File: config.mk
export PLATFORM = sky130hd
export DESIGN_NAME = vector_alu_sequencer
export DESIGN_NICKNAME = d
export VERILOG_FILES = /design/src/rtl/vector_alu_sequencer.sv
export SDC_FILE = /design/constraint.sdc
export NUM_CORES = 1
export LEC_CHECK = 0
export CAP_MARGIN = 20
export CORE_MARGIN = 1
export CORE_UTILIZATION = 54
export CTS_BUF_LIST = sky130_fd_sc_hd__clkbuf_2
export CTS_CLUSTER_DIAMETER = 100
export DETAILED_ROUTE_END_ITERATION = 8
export PLACE_DENSITY = 0.91
export SKIP_CTS_REPAIR_TIMING = 1
export SLEW_MARGIN = 10
export SYNTH_ARGS = -nofsm -noshare
export SYNTH_HDL_FRONTEND = slang
export SYNTH_SLANG_ARGS = --single-unit
export TNS_END_PERCENT = 30
File: constraint.sdc
create_clock -name clk -period 3.96 [get_ports clk]
set_clock_uncertainty 0.05 [all_clocks]
set_input_delay 0.594 -clock clk [delete_from_list [all_inputs] [get_ports clk]]
set_output_delay 0.594 -clock clk [all_outputs]
set_load 0.01 [all_outputs]
File: src/rtl/vector_alu_sequencer.sv
// vector_alu_sequencer: gathers per-lane operand beats into packed ALU vectors,
// waits a fixed ALU latency, captures the result vector and streams it out
// one byte per lane.
module vector_alu_sequencer #(
  parameter int unsigned WIDTH   = 4,
  parameter int unsigned N_LANES = 4,
  parameter int unsigned ALU_LAT = 1
) (
  input  logic                         clk,
  input  logic                         rst,
  input  logic                         in_valid,
  output logic                         in_ready,
  input  logic [WIDTH-1:0]             in_a,
  input  logic [WIDTH-1:0]             in_b,
  input  logic [2:0]                   in_op,
  output logic [WIDTH*N_LANES-1:0]     alu_a,
  output logic [WIDTH*N_LANES-1:0]     alu_b,
  output logic [2:0]                   alu_select,
  input  logic [8*N_LANES-1:0]         alu_result,
  output logic                         out_valid,
  input  logic                         out_ready,
  output logic [7:0]                   out_data,
  output logic [$clog2(N_LANES)-1:0]   out_lane,
  output logic                         out_last,
  output logic                         busy
);

  localparam int unsigned LW = $clog2(N_LANES);
  localparam int unsigned VW = WIDTH * N_LANES;
  localparam int unsigned RW = 8 * N_LANES;
  localparam logic [LW-1:0] LAST_LANE = LW'(N_LANES - 1);
  localparam logic [3:0]    WAIT_INIT = 4'(ALU_LAT);

  typedef enum logic [1:0] {
    S_LOAD  = 2'd0,
    S_WAIT  = 2'd1,
    S_DRAIN = 2'd2
  } state_t;

  state_t          r_state;
  logic [LW-1:0]   r_lane_cnt;
  logic [3:0]      r_wait_cnt;
  logic [LW-1:0]   r_out_lane;
  logic [VW-1:0]   r_a;
  logic [VW-1:0]   r_b;
  logic [2:0]      r_sel;
  logic [RW-1:0]   r_result;
  logic            r_in_ready;
  logic            r_out_valid;
  logic            r_out_last;

  logic            w_in_fire;
  logic            w_out_fire;

  assign w_in_fire  = in_valid & r_in_ready;
  assign w_out_fire = r_out_valid & out_ready;

  // Sequencer FSM: operand gather, ALU latency wait, per-lane result drain.
  always_ff @(posedge clk or posedge rst) begin
    if (rst) begin
      r_state     <= S_LOAD;
      r_lane_cnt  <= '0;
      r_wait_cnt  <= '0;
      r_out_lane  <= '0;
      r_a         <= '0;
      r_b         <= '0;
      r_sel       <= '0;
      r_result    <= '0;
      r_in_ready  <= 1'b0;
      r_out_valid <= 1'b0;
      r_out_last  <= 1'b0;
    end else begin
      case (r_state)
        S_LOAD: begin
          r_in_ready <= 1'b1;
          if (w_in_fire) begin
            r_a[r_lane_cnt*WIDTH +: WIDTH] <= in_a;
            r_b[r_lane_cnt*WIDTH +: WIDTH] <= in_b;
            if (r_lane_cnt == '0) begin
              r_sel <= in_op;
            end
            if (r_lane_cnt == LAST_LANE) begin
              r_state    <= S_WAIT;
              r_lane_cnt <= '0;
              r_wait_cnt <= WAIT_INIT;
              r_in_ready <= 1'b0;
            end else begin
              r_lane_cnt <= r_lane_cnt + LW'(1);
            end
          end
        end

        S_WAIT: begin
          if (r_wait_cnt != '0) begin
            r_wait_cnt <= r_wait_cnt - 4'd1;
          end else begin
            r_result    <= alu_result;
            r_state     <= S_DRAIN;
            r_out_valid <= 1'b1;
            r_out_lane  <= '0;
            r_out_last  <= 1'b0;
          end
        end

        S_DRAIN: begin
          if (w_out_fire) begin
            if (r_out_last) begin
              r_state     <= S_LOAD;
              r_out_valid <= 1'b0;
              r_out_lane  <= '0;
              r_out_last  <= 1'b0;
              r_in_ready  <= 1'b1;
            end else begin
              r_out_lane <= r_out_lane + LW'(1);
              r_out_last <= ((r_out_lane + LW'(1)) == LAST_LANE);
            end
          end
        end

        default: begin
          r_state <= S_LOAD;
        end
      endcase
    end
  end

  assign in_ready   = r_in_ready;
  assign alu_a      = r_a;
  assign alu_b      = r_b;
  assign alu_select = r_sel;
  assign out_valid  = r_out_valid;
  assign out_lane   = r_out_lane;
  assign out_last   = r_out_last;
  assign out_data   = r_result[r_out_lane*8 +: 8];
  assign busy       = (r_state != S_LOAD) || (r_lane_cnt != '0);

endmodule

==> results of run 1 <==
[registers in the layout, indices dropped and copies added (netlist names)]
| name | cells |
|---|---|
| r_result | 32 |
| alu_a | 16 |
| alu_b | 16 |
| r_wait_cnt | 4 |
| alu_select | 3 |
| out_lane | 2 |
| r_lane_cnt | 2 |
| r_state | 2 |
| in_ready | 1 |
| out_last | 1 |
| out_valid | 1 |
[final cells by class]
cell class	instances	area share (%)
clock inverter	5	1.71
clock buffer	11	1.15
timing repair buffer	96	20.4
inverter	17	1.34
multi-input combinational	150	31.4
sequential	80	42.0
tap	77	2.02
[synthesized netlist by cell type (all sizes together), types with 3 or more instances]
cell type | count | share of area, %
a21bo | 8 | 2.2
mux2 | 36 | 12
clkbuf | 4 | 0.41
buf | 9 | 2.0
inv | 17 | 1.7
nor3 | 5 | 0.69
and4bb | 3 | 1.1
nand2 | 8 | 1.1
nand2b | 3 | 0.51
ha | 8 | 2.7
a31o | 4 | 0.96
dfrtp | 80 | 55
o21ai | 11 | 1.5
nand4 | 15 | 2.6
a22o | 15 | 3.6
mux4 | 8 | 4.9
nor4 | 3 | 1.3
[path summary, 6_finish.rpt]
| path | startpoint | endpoint | slack [ns] | cells past startpoint |
|---|---|---|---|---|
| setup reg to reg | r_lane_cnt[0]$_DFFE_PP0P_ | alu_a[8]$_DFFE_PP0P_ | 1.63 | 5 |
| hold / removal | rst | alu_b[2]$_DFFE_PP0P_ | 0.40 | 3 |
| hold reg to reg | alu_a[3]$_DFFE_PP0P_ | alu_a[3]$_DFFE_PP0P_ | 0.46 | 1 |
| max in group asynchronous | rst | r_result[30]$_DFFE_PP0P_ | 3.13 | 3 |
| min in group clk | alu_a[3]$_DFFE_PP0P_ | alu_a[3]$_DFFE_PP0P_ | 0.46 | 1 |
| setup / recovery | r_lane_cnt[0]$_DFFE_PP0P_ | busy | 0.75 | 4 |
[power groups by stage]
stage,Sequential [mW],Combinational (mW),Clock (mW)
final,1.46,1.66,0.490
after global routing,1.51,1.77,0.531
after CTS,1.46,1.67,0.500
after detailed placement,1.47,1.66,0
after global placement,1.45,1.60,0
after floorplan,1.44,0.980,0
[cell families after synthesis]
group | after synthesis | synth area share (%)
flops | 80 | 54.9
compound gates | 46 | 9.91
mux | 44 | 16.9
buf+inv | 30 | 4.11
simple gates | 52 | 11.5
fa+ha+maj | 8 | 2.74
[per-layer routing]
layer	global-route usage, %	up-vias	wire length, microns
li1	-	1152	-
met3	4.13	14	370
met4	10.5	0	169
met2	38.6	70	3980
met5	0	-	0
met1	31.2	1251	3350
[worst max-delay path: cells and delay by family (launching register included)]
family / cells / cell delay (ns)
adders and majority gates: 1 / 0.33
and+or+nand+nor: 1 / 0.46
buffers and inverters: 2 / 0.73
DFF: 1 / 0.54
==> results.txt, run 1 <==
The flow ran to the end, but the final reports show violations. The final reports fail on design-rule violations. Of all nets on the critical path, the largest fanout is 9.

For this design the static power due to leakage is 2.15 nW. The area of the die is 7090 sq um, and the share of post-route cells with drive strength above 1 is 15.3%. Cells fill 74.2% of the core in the end.

Sequential elements use 54.9% of the synthesized area. In this run, placement finished with an instance count of 420. The portion of the clock cycle consumed by the worst path in the final layout was 81.2%.

After detailed routing, the number of remaining DRC violations is 12. Entering global routing, the biggest net connects 81 pins. The analysis attributes to net switching a power of 1.24 mW. The first global-routing pass estimated 12.7 mm of wire. In the synthesized netlist the dominant register cell turns out to be dfrtp_1. Synthesis produced 260 cells.

Via count of the first global-routing pass: 2542. In the post-route analysis, the smallest setup slack over all paths is 0.746 ns. The congestion estimate from routability-driven global placement came to 0.790. The routed design has 7.86 mm of wire.

Of all flip-flops after synthesis, the portion carrying an async set or reset was 100%. Counting the fill cells in the layout gives 397. Combinational logic is responsible for 46.0% of the overall power.

The logs give 5.61 mm for the half-perimeter wire length of the detailed placement result and 0 for the aggregate global routing overflow. Per report_power, the sequential group accounts for 40.5% of the total. In this run the count of I/O pins placed on the die edge is 96.

Once layout is complete, the cells apart from fillers number 436. The register clock-pin slew on the reported worst setup and hold paths is 0.22 ns, and the average via count per standard cell is 5.70. The vertical die dimension works out to 84.2 microns. In this run the remaining antenna-violating nets after routing total 0.

Counting along the longest clock path gives a buffer depth of 2. Dividing the synthesized area by the synthesized cell count gives 14.0 sq um. STA classifies the critical path startpoint as a register. The run gives 0 as the max capacitance violation total.

The cell area reported after detailed placement came out at 4630 sq um. The tools report the number of different library cells in the post-synthesis netlist as 44. Summing internal, switching and leakage power gives 3.61 mW. The H-tree depth reported by CTS came out at 3. Counting every net in the synthesized netlist gives 315. The tools report the number of endpoints failing setup at the final stage as 0.

In the layout the commonest cells are clkdlybuf4s50_1, dfrtp_1, mux2_1. The floorplan has 29 rows. The logs give 2.57 ns for the arrival time of data at the critical path endpoint and 2000 sq um for the sequential cell area. Dividing total power by cell area gives a power density of 757 nW/um^2. The logs give 0 for the antenna diode count and 0 for the warning count from the yosys run.

Data on the critical path is required at its endpoint by 3.32 ns. The max-slew violation total from the final report was 0. IR analysis of the VDD net gives a maximum drop of 0.520 mV. Detailed routing inserted a total of 2487 vias. Clock tree synthesis found a total of 80 sinks. The smallest clock period supported by the final layout is computed as 3.21 ns.

The final total negative setup slack came out at 0 ns. The tree is rooted in a clkbuf_2. After the last flow step, the layout net total stands at 409. TritonCTS built the clock tree. In this run, the number of DRC markers left after iteration 0 of detailed routing was 155. The critical path goes through inv_1 > ha_1 > or3b_2 > clkdlybuf4s50_1.

On the worst path, the slowest cell contributes a delay of 0.54 ns. The tightest min-delay check is of the primary input to async pin type. Buffers inserted during clock tree synthesis total 9. For the pin with the worst max-slew slack, the measured transition is 0.638 ns. The count of final hold-check violations is 0. The run gives 4770 sq um as the final cell area excluding filler cells.

The area added between synthesis and finish is 30.6%, and the post-detailed-route wirelength per cell is 18.0 microns. Clock latency on the worst-skew pair, taken at its later pin, is 0.51 ns. Net switching is 34.3% of the power. For the number of antenna violations at the first check in global routing, the log shows 0.

Setup repair after global routing left no endpoint under its margin. The clock network accounts for 13.6% of the total power. The first TritonRoute pass finished after 6 iterations.

Hold is met by 0.399 ns. The area of the multi-input gates is 1500 sq um, and the starting density of the core is 56.8%. The slowest cell on the critical path was dfrtp_1. The logs give 23.6% for the all-layer global routing usage and 1.36 ns for the setup slack after placement.

Leaving out fill and tap cells, the most frequent cell in the layout is clkdlybuf4s50_1. The path type of the worst setup path is register to primary output. The worst setup path is captured at a primary output. The post-synthesis sequential element count is 80, and the number of buffers added on ports is 95. Number of synthesized flops with an enable pin: 0.

The floorplan step set the die width to 84.2 microns. The headroom to the max-slew limit came out at 57.5%. Maximum clock rate: 0.311 GHz. The internal power of the cells totals 2.37 mW. The floorplan step defined a core boundary enclosing 6420 sq um.

The cell area that synthesis handed to floorplanning was 3650 sq um.
Power figures use the tool's default switching activity.
==> run 2, diff against run 1 <==
CORE_UTILIZATION = 50   (was 54)
PLACE_DENSITY = 0.85   (was 0.91)
clock period = 3.1 ns   (was 3.96 ns; I/O delays follow)
==> run 2 against run 1 <==
Net effect: power is 30% higher; largest cell class unchanged; final cell count is 4.6% higher; routed wire length up 2.7%; sequential cell count is the same; final area grew 1.2%; critical path depth unchanged; the run now ends clean; critical path type unchanged; highest routed layer unchanged.
==> results.txt, run 2 (synthesized netlist as in run 1, its figures left out) <==
Leaving out fill and tap cells, the most frequent cells in the layout are clkdlybuf4s50_1, dfrtp_1, mux2_1. The area of the core region was 6910 sq um (+7.5%); the layout net count was 410 (+0.24%). The largest vdd supply drop is 0.559 mV (+7.5%), and the global-route met1 utilization is 29.6% (-1.6 points). For the via count of the first global-routing pass, the log shows 2579 (+1.5%).

The logs give 497 (+25%) for the number of fill cells and 7640 sq um (+7.8%) for the area of the die. The total detailed-routing wirelength was 8.07 mm (+2.7%). For the TritonCTS buffer count, the log shows 9 (unchanged). More flip-flops sit in one register than any other, and that register is r_result.

The logs give 22.2% (-1.3 points) for the all-layer global routing usage and 0 (unchanged) for the post-detailed-route count of antenna-violating nets. Number of flip-flops under the largest register name: 32 (unchanged). The logs give 30 (+3.4%) for the row count and 0 (unchanged) for the max-slew violation total from the final report.

The portion of the clock cycle consumed by the worst path in the final layout is 94.1%, and the H-tree depth reported by CTS is 3 (unchanged). The depth of the worst register-to-register path came out at 5 (unchanged). The number of endpoints failing setup at the final stage is 0 (unchanged). The final worst setup slack was 0.184 ns (-0.562 ns); the average via count per standard cell was 5.44 (-4.6%). The reported leakage power is 2.16 nW (+0.51%).

The path type of the worst setup path was register to primary output. Kind of path behind the tightest hold check: primary input to async pin. The arrival time of data at the critical path endpoint is 2.40 ns (-0.17 ns), and the maximum clock rate is 0.343 GHz. The TritonCTS sink count is 80 (unchanged), and the half-perimeter wire length of the detailed placement result is 5.83 mm (+4.0%).

Required time reported for the critical path endpoint: 2.58 ns (-0.74 ns). Via count of the routed design: 2482 (-0.20%). In this run the most used layer during global routing was met2.

The number of detailed-routing iterations run before antenna repair was 4 (-2); the clock insertion delay at the later pin of the skew report was 0.50 ns (about the same). The run finished with clean final reports. The setup slack after placement is 0.603 ns (-0.758 ns).

The power per cell area works out to 973 nW/um^2 (+29%). Startpoint kind of the worst setup timing path: a register. The run gives 0.814 (+3.0%) as the final weighted congestion of routability-driven global placement. Headroom to the max-slew limit: 57.3% (-0.12 points). The starting density of the core came out at 52.8% (-4.0 points). The run gives 96 (unchanged) as the number of ports placed on the die boundary.

Setup repair after global routing left no endpoint under its margin. The final hold slack came out at 0.227 ns (-0.172 ns). The wire length of the first global-routing pass is 12.8 mm (+0.54%), and the share of post-route cells with drive strength above 1 is 16.4% (+1.1 points). Global routing met2 resource utilization: 36.1% (-2.5 points). The sequential cell area is 2000 sq um (about the same).

The most common cell after layout, fill and taps aside is clkdlybuf4s50_1. The number of buffers added on ports was 95 (unchanged). The tools report the max capacitance violation total as 0 (unchanged).

Final total negative setup slack: 0 ns (unchanged). The maximum number of buffers from clock root to sink was 2 (unchanged); the aggregate global routing overflow was 0 (unchanged). The measured slew at the worst slew-check pin came out at 0.640 ns (+0.00185 ns). For the fraction of met3 tracks used by global routing, the log shows 3.79% (-0.34 points). The width of the chip was 87.4 microns (+3.8%); the count of final hold-check violations was 0 (unchanged). The initial DRC count is 104 (-33%). The worst path needs 2.92 ns of the cycle, external delays included.

The maximum number of pins on one net before global-route repair was 50 (-38%); the post-detailed-route wirelength per cell was 17.7 microns (-1.8%). The tools report the area of the multi-input gates as 1500 sq um (+0.17%). Antenna diode count: 0 (unchanged). The run gives 0 (unchanged) as the number of antenna violations at the first check in global routing. The tools report the number of remaining DRC errors as 0 (-12). STA classifies the critical path endpoint as a primary output. Relative to the synthesized area, the layout overhead comes to 32.2%. The highest fanout seen on the critical path was 9 (unchanged). Clock tree synthesis selected as its root buffer the cell clkbuf_2. Vertical die dimension: 87.4 microns (+3.8%). The register clock-pin slew on the reported worst setup and hold paths works out to 0.22 ns (about the same).

The post-layout total power was 4.69 mW (+30%). TritonCTS built the clock tree.
## run 2: worst paths after layout
check                      slack [ns]                        end                       from
max in group asynchronous        2.11  r_lane_cnt[0]$_DFFE_PP0P_                        rst
max                              0.18                       busy  r_lane_cnt[0]$_DFFE_PP0P_
min                              0.23  alu_select[0]$_DFFE_PP0P_                        rst
min reg2reg                      0.46       alu_a[3]$_DFFE_PP0P_       alu_a[3]$_DFFE_PP0P_
max reg2reg                      0.96      alu_b[11]$_DFFE_PP0P_  r_lane_cnt[0]$_DFFE_PP0P_
min in group clk                 0.46       alu_a[3]$_DFFE_PP0P_       alu_a[3]$_DFFE_PP0P_
## run 2: per-stage QoR
stage	utilization, %	std cells	cell area (sq um)
after floorplan	-	260	3650
after global placement	67.5	440	4660
after detailed placement	67.5	440	4660
after CTS	69.8	456	4820
after global routing	69.9	456	4820
final	69.9	456	4820
## run 2: layout make-up
class / count / area share [%]
Multi-Input combinational cell: 150 / 31.1
Inverter: 17 / 1.35
Timing Repair Buffer: 97 / 20.3
Sequential cell: 80 / 41.5
Clock inverter: 6 / 2.23
Tap cell: 96 / 2.49
Clock buffer: 10 / 1.04
## run 2: critical path, stage by stage (launching register included)
cell	delay, ns
dfrtp_2	0.53
inv_2	0.14
ha_2	0.26
or3b_2	0.45
clkdlybuf4s50_1	0.51
## run 2: metal layers
layer / share of wire [%] / up-vias
li1: - / 1158
met1: 44 / 1232
met2: 50 / 79
met3: 4.3 / 13
met4: 1.8 / 0
met5: 0 / -
## run 2: report_power, final
group	total [mW]	internal [mW]	switching (mW)	leakage, nW
clock network	0.707	0.349	0.358	0.0935
logic	2.13	1.27	0.860	1.06
registers	1.86	1.50	0.365	1.01
total	4.69	3.11	1.58	2.16
==> run 3, diff against run 2 <==
MAX_ROUTING_LAYER = met4   (was unset)
==> run 3 against run 2 <==
Net effect: routed wire length rose by 0.46%; non-clock buffer count unchanged; critical path depth unchanged; largest power group unchanged; largest cell class unchanged; clock power is essentially flat; sequential power hardly changed.
==> results.txt, run 3 (synthesized netlist as in run 1, its figures left out) <==
The tools report the TritonCTS sink count as 80 (unchanged). The share of post-route cells with drive strength above 1 was 16.4% (unchanged). The slowest cell on the critical path was dfrtp_2. The clock group share of total power was 15.0% (about the same); the vertical die dimension was 87.4 microns (unchanged). The register clock-pin slew on the reported worst setup and hold paths works out to 0.22 ns (about the same). The minimum period implied by the final worst setup slack was 2.91 ns (-0.00648 ns). For the proportion of power drawn by flip-flops and latches, the log shows 39.6% (about the same). The width of the chip came out at 87.4 microns (unchanged). The reported leakage power is 2.16 nW (unchanged).

The cell family contributing the most delay on the critical path is buffers and inverters. The tools report the headroom to the max-slew limit as 57.5% (+0.17 points). The required time reported for the critical path endpoint is 2.58 ns (about the same), and the measured slew at the worst slew-check pin is 0.636 ns (-0.00419 ns).

For the part of the power in combinational logic, the log shows 45.3% (about the same). The logs give 440 (unchanged) for the post-placement cell count and 0.560 mV (+0.20%) for the largest vdd supply drop. The tools report the wire length of the first global-routing pass as 12.8 mm (+0.16%). The number of detailed-routing iterations run before antenna repair came out at 5 (+1).

The portion of the clock cycle consumed by the worst path in the final layout works out to 93.9% (-0.21 points). The startpoint kind of the worst setup timing path is a register. The final weighted congestion of routability-driven global placement is 0.826 (+1.5%).

The TritonCTS buffer count came out at 9 (unchanged). The number of non-filler instances in the completed layout was 456 (unchanged). For the number of ports placed on the die boundary, the log shows 96 (unchanged). The logs give 52.8% (unchanged) for the starting density of the core and 5.83 mm (unchanged) for the half-perimeter wire length of the detailed placement result. The max-slew violation total from the final report was 0 (unchanged); the depth of the worst register-to-register path was 5 (unchanged). Highest fanout seen on the critical path: 9 (unchanged). The run gives 6910 sq um (unchanged) as the area of the core region. The row count was 30 (unchanged); the setup slack after placement was 0.603 ns (unchanged). STA classifies the critical path endpoint as a primary output. The aggregate global routing overflow is 0 (unchanged), and the antenna diode count is 0 (unchanged). The post-detailed-route count of antenna-violating nets was 0 (unchanged). The number of flip-flops under the largest register name works out to 32 (unchanged).

The critical path in this run is classified as register to primary output. The area added between synthesis and finish was 32.2% (unchanged). The via count of the first global-routing pass came out at 2570 (-0.35%). The H-tree depth reported by CTS came out at 3 (unchanged). In this run the clock root is driven by a clkbuf_2.

The power per cell area came out at 973 nW/um^2 (about the same). The run gives 2 (unchanged) as the maximum number of buffers from clock root to sink. For the arrival time of data at the critical path endpoint, the log shows 2.39 ns (about the same). Delay of the slowest cell on the worst path: 0.53 ns (about the same). In the layout the commonest cells are clkdlybuf4s50_1, dfrtp_1, mux2_1. The cell-internal power was 3.11 mW (about the same).

The critical path goes through inv_2 > ha_2 > or3b_2 > clkdlybuf4s50_1. The number of antenna violations at the first check in global routing is 0 (unchanged), and the area of the die is 7640 sq um (unchanged). The post-detailed-route wirelength per cell is 17.8 microns (+0.46%), and the proportion of total power due to net switching is 33.7% (about the same).

The kind of path behind the tightest hold check was primary input to async pin. For the number of endpoints failing setup at the final stage, the log shows 0 (unchanged). The logs give 0 (unchanged) for the max capacitance violation total and 0.191 ns (+0.00648 ns) for the final worst setup slack. The run gives 22.9% (+0.70 points) as the all-layer global routing usage. TritonCTS built the clock tree.

The run gives 2497 (+0.60%) as the via count of the routed design. The tools report the number of remaining DRC errors as 0 (unchanged). The number of buffers added on ports was 95 (unchanged); the average via count per standard cell was 5.48 (+0.60%).

Setup repair after global routing left no endpoint under its margin. The register containing the most flip-flops in the final layout was r_result. The flow ran to the end, and the final reports show no timing, DRC or antenna violations. The layout net count was 410 (unchanged). The switching power summed over all nets was 1.58 mW (about the same). The library cell used most frequently in the layout, excluding fill and tap cells, is clkdlybuf4s50_1. For the final total negative setup slack, the log shows 0 ns (unchanged). The total detailed-routing wirelength was 8.11 mm (+0.46%); the maximum clock rate was 0.344 GHz (+0.22%). The number of buffers and inverters on the critical path works out to 2 (unchanged).

The tools report the clock insertion delay at the later pin of the skew report as 0.50 ns (about the same). The run gives 123 (+18%) as the initial DRC count. The count of final hold-check violations is 0 (unchanged).

The number of cells on the critical path is 4 (unchanged), and the maximum number of pins on one net before global-route repair is 50 (unchanged).
-- run 3: cell counts in the layout (fill, tap and decap cells not counted) --
Identical to the previous run, type by type.
-- run 3: final cells by class --
type	count	area [sq um]
sequential	80	2000
timing repair buffer	97	978
fill	497	2080
multi-input combinational	150	1500
inverter	17	65.1
clock buffer	10	50.0
tap	96	120
clock inverter	6	108
-- run 3: per-stage QoR --
stage | utilization [%] | hold slack, ns | total power, mW | area [sq um]
floorplan | - | 0.409 | 3.09 | 3650
global placement | 67.5 | 0.412 | 3.90 | 4660
detailed placement | 67.5 | 0.414 | 4.00 | 4660
CTS | 69.8 | 0.221 | 4.71 | 4820
global route | 69.9 | 0.247 | 4.95 | 4820
finish | 69.9 | 0.234 | 4.69 | 4820
-- run 3: worst paths after layout --
kind | end | slack, ns | start
hold reg to reg | alu_a[3]$_DFFE_PP0P_ | 0.46 | alu_a[3]$_DFFE_PP0P_
hold / removal | alu_select[0]$_DFFE_PP0P_ | 0.23 | rst
setup / recovery | busy | 0.19 | r_lane_cnt[0]$_DFFE_PP0P_
min in group clk | alu_a[3]$_DFFE_PP0P_ | 0.46 | alu_a[3]$_DFFE_PP0P_
setup reg to reg | alu_b[11]$_DFFE_PP0P_ | 0.96 | r_lane_cnt[0]$_DFFE_PP0P_
max in group asynchronous | r_wait_cnt[2]$_DFFE_PP0P_ | 2.11 | rst
-- run 3: per-layer routing --
layer | track usage [%] | routed length, microns
met1 | 29.9 | 3550
met2 | 35.9 | 4030
met5 | - | 0
met3 | 3.79 | 432
met4 | 9.54 | 105
-- run 3: power by group through the flow --
| stage | sequential, mW | clock [mW] | combinational [mW] |
|---|---|---|---|
| after global placement | 1.85 | 0 | 2.05 |
| after floorplan | 1.84 | 0 | 1.25 |
| after global routing | 1.92 | 0.758 | 2.28 |
| after detailed placement | 1.88 | 0 | 2.13 |
| after CTS | 1.86 | 0.719 | 2.13 |
| final | 1.86 | 0.705 | 2.13 |
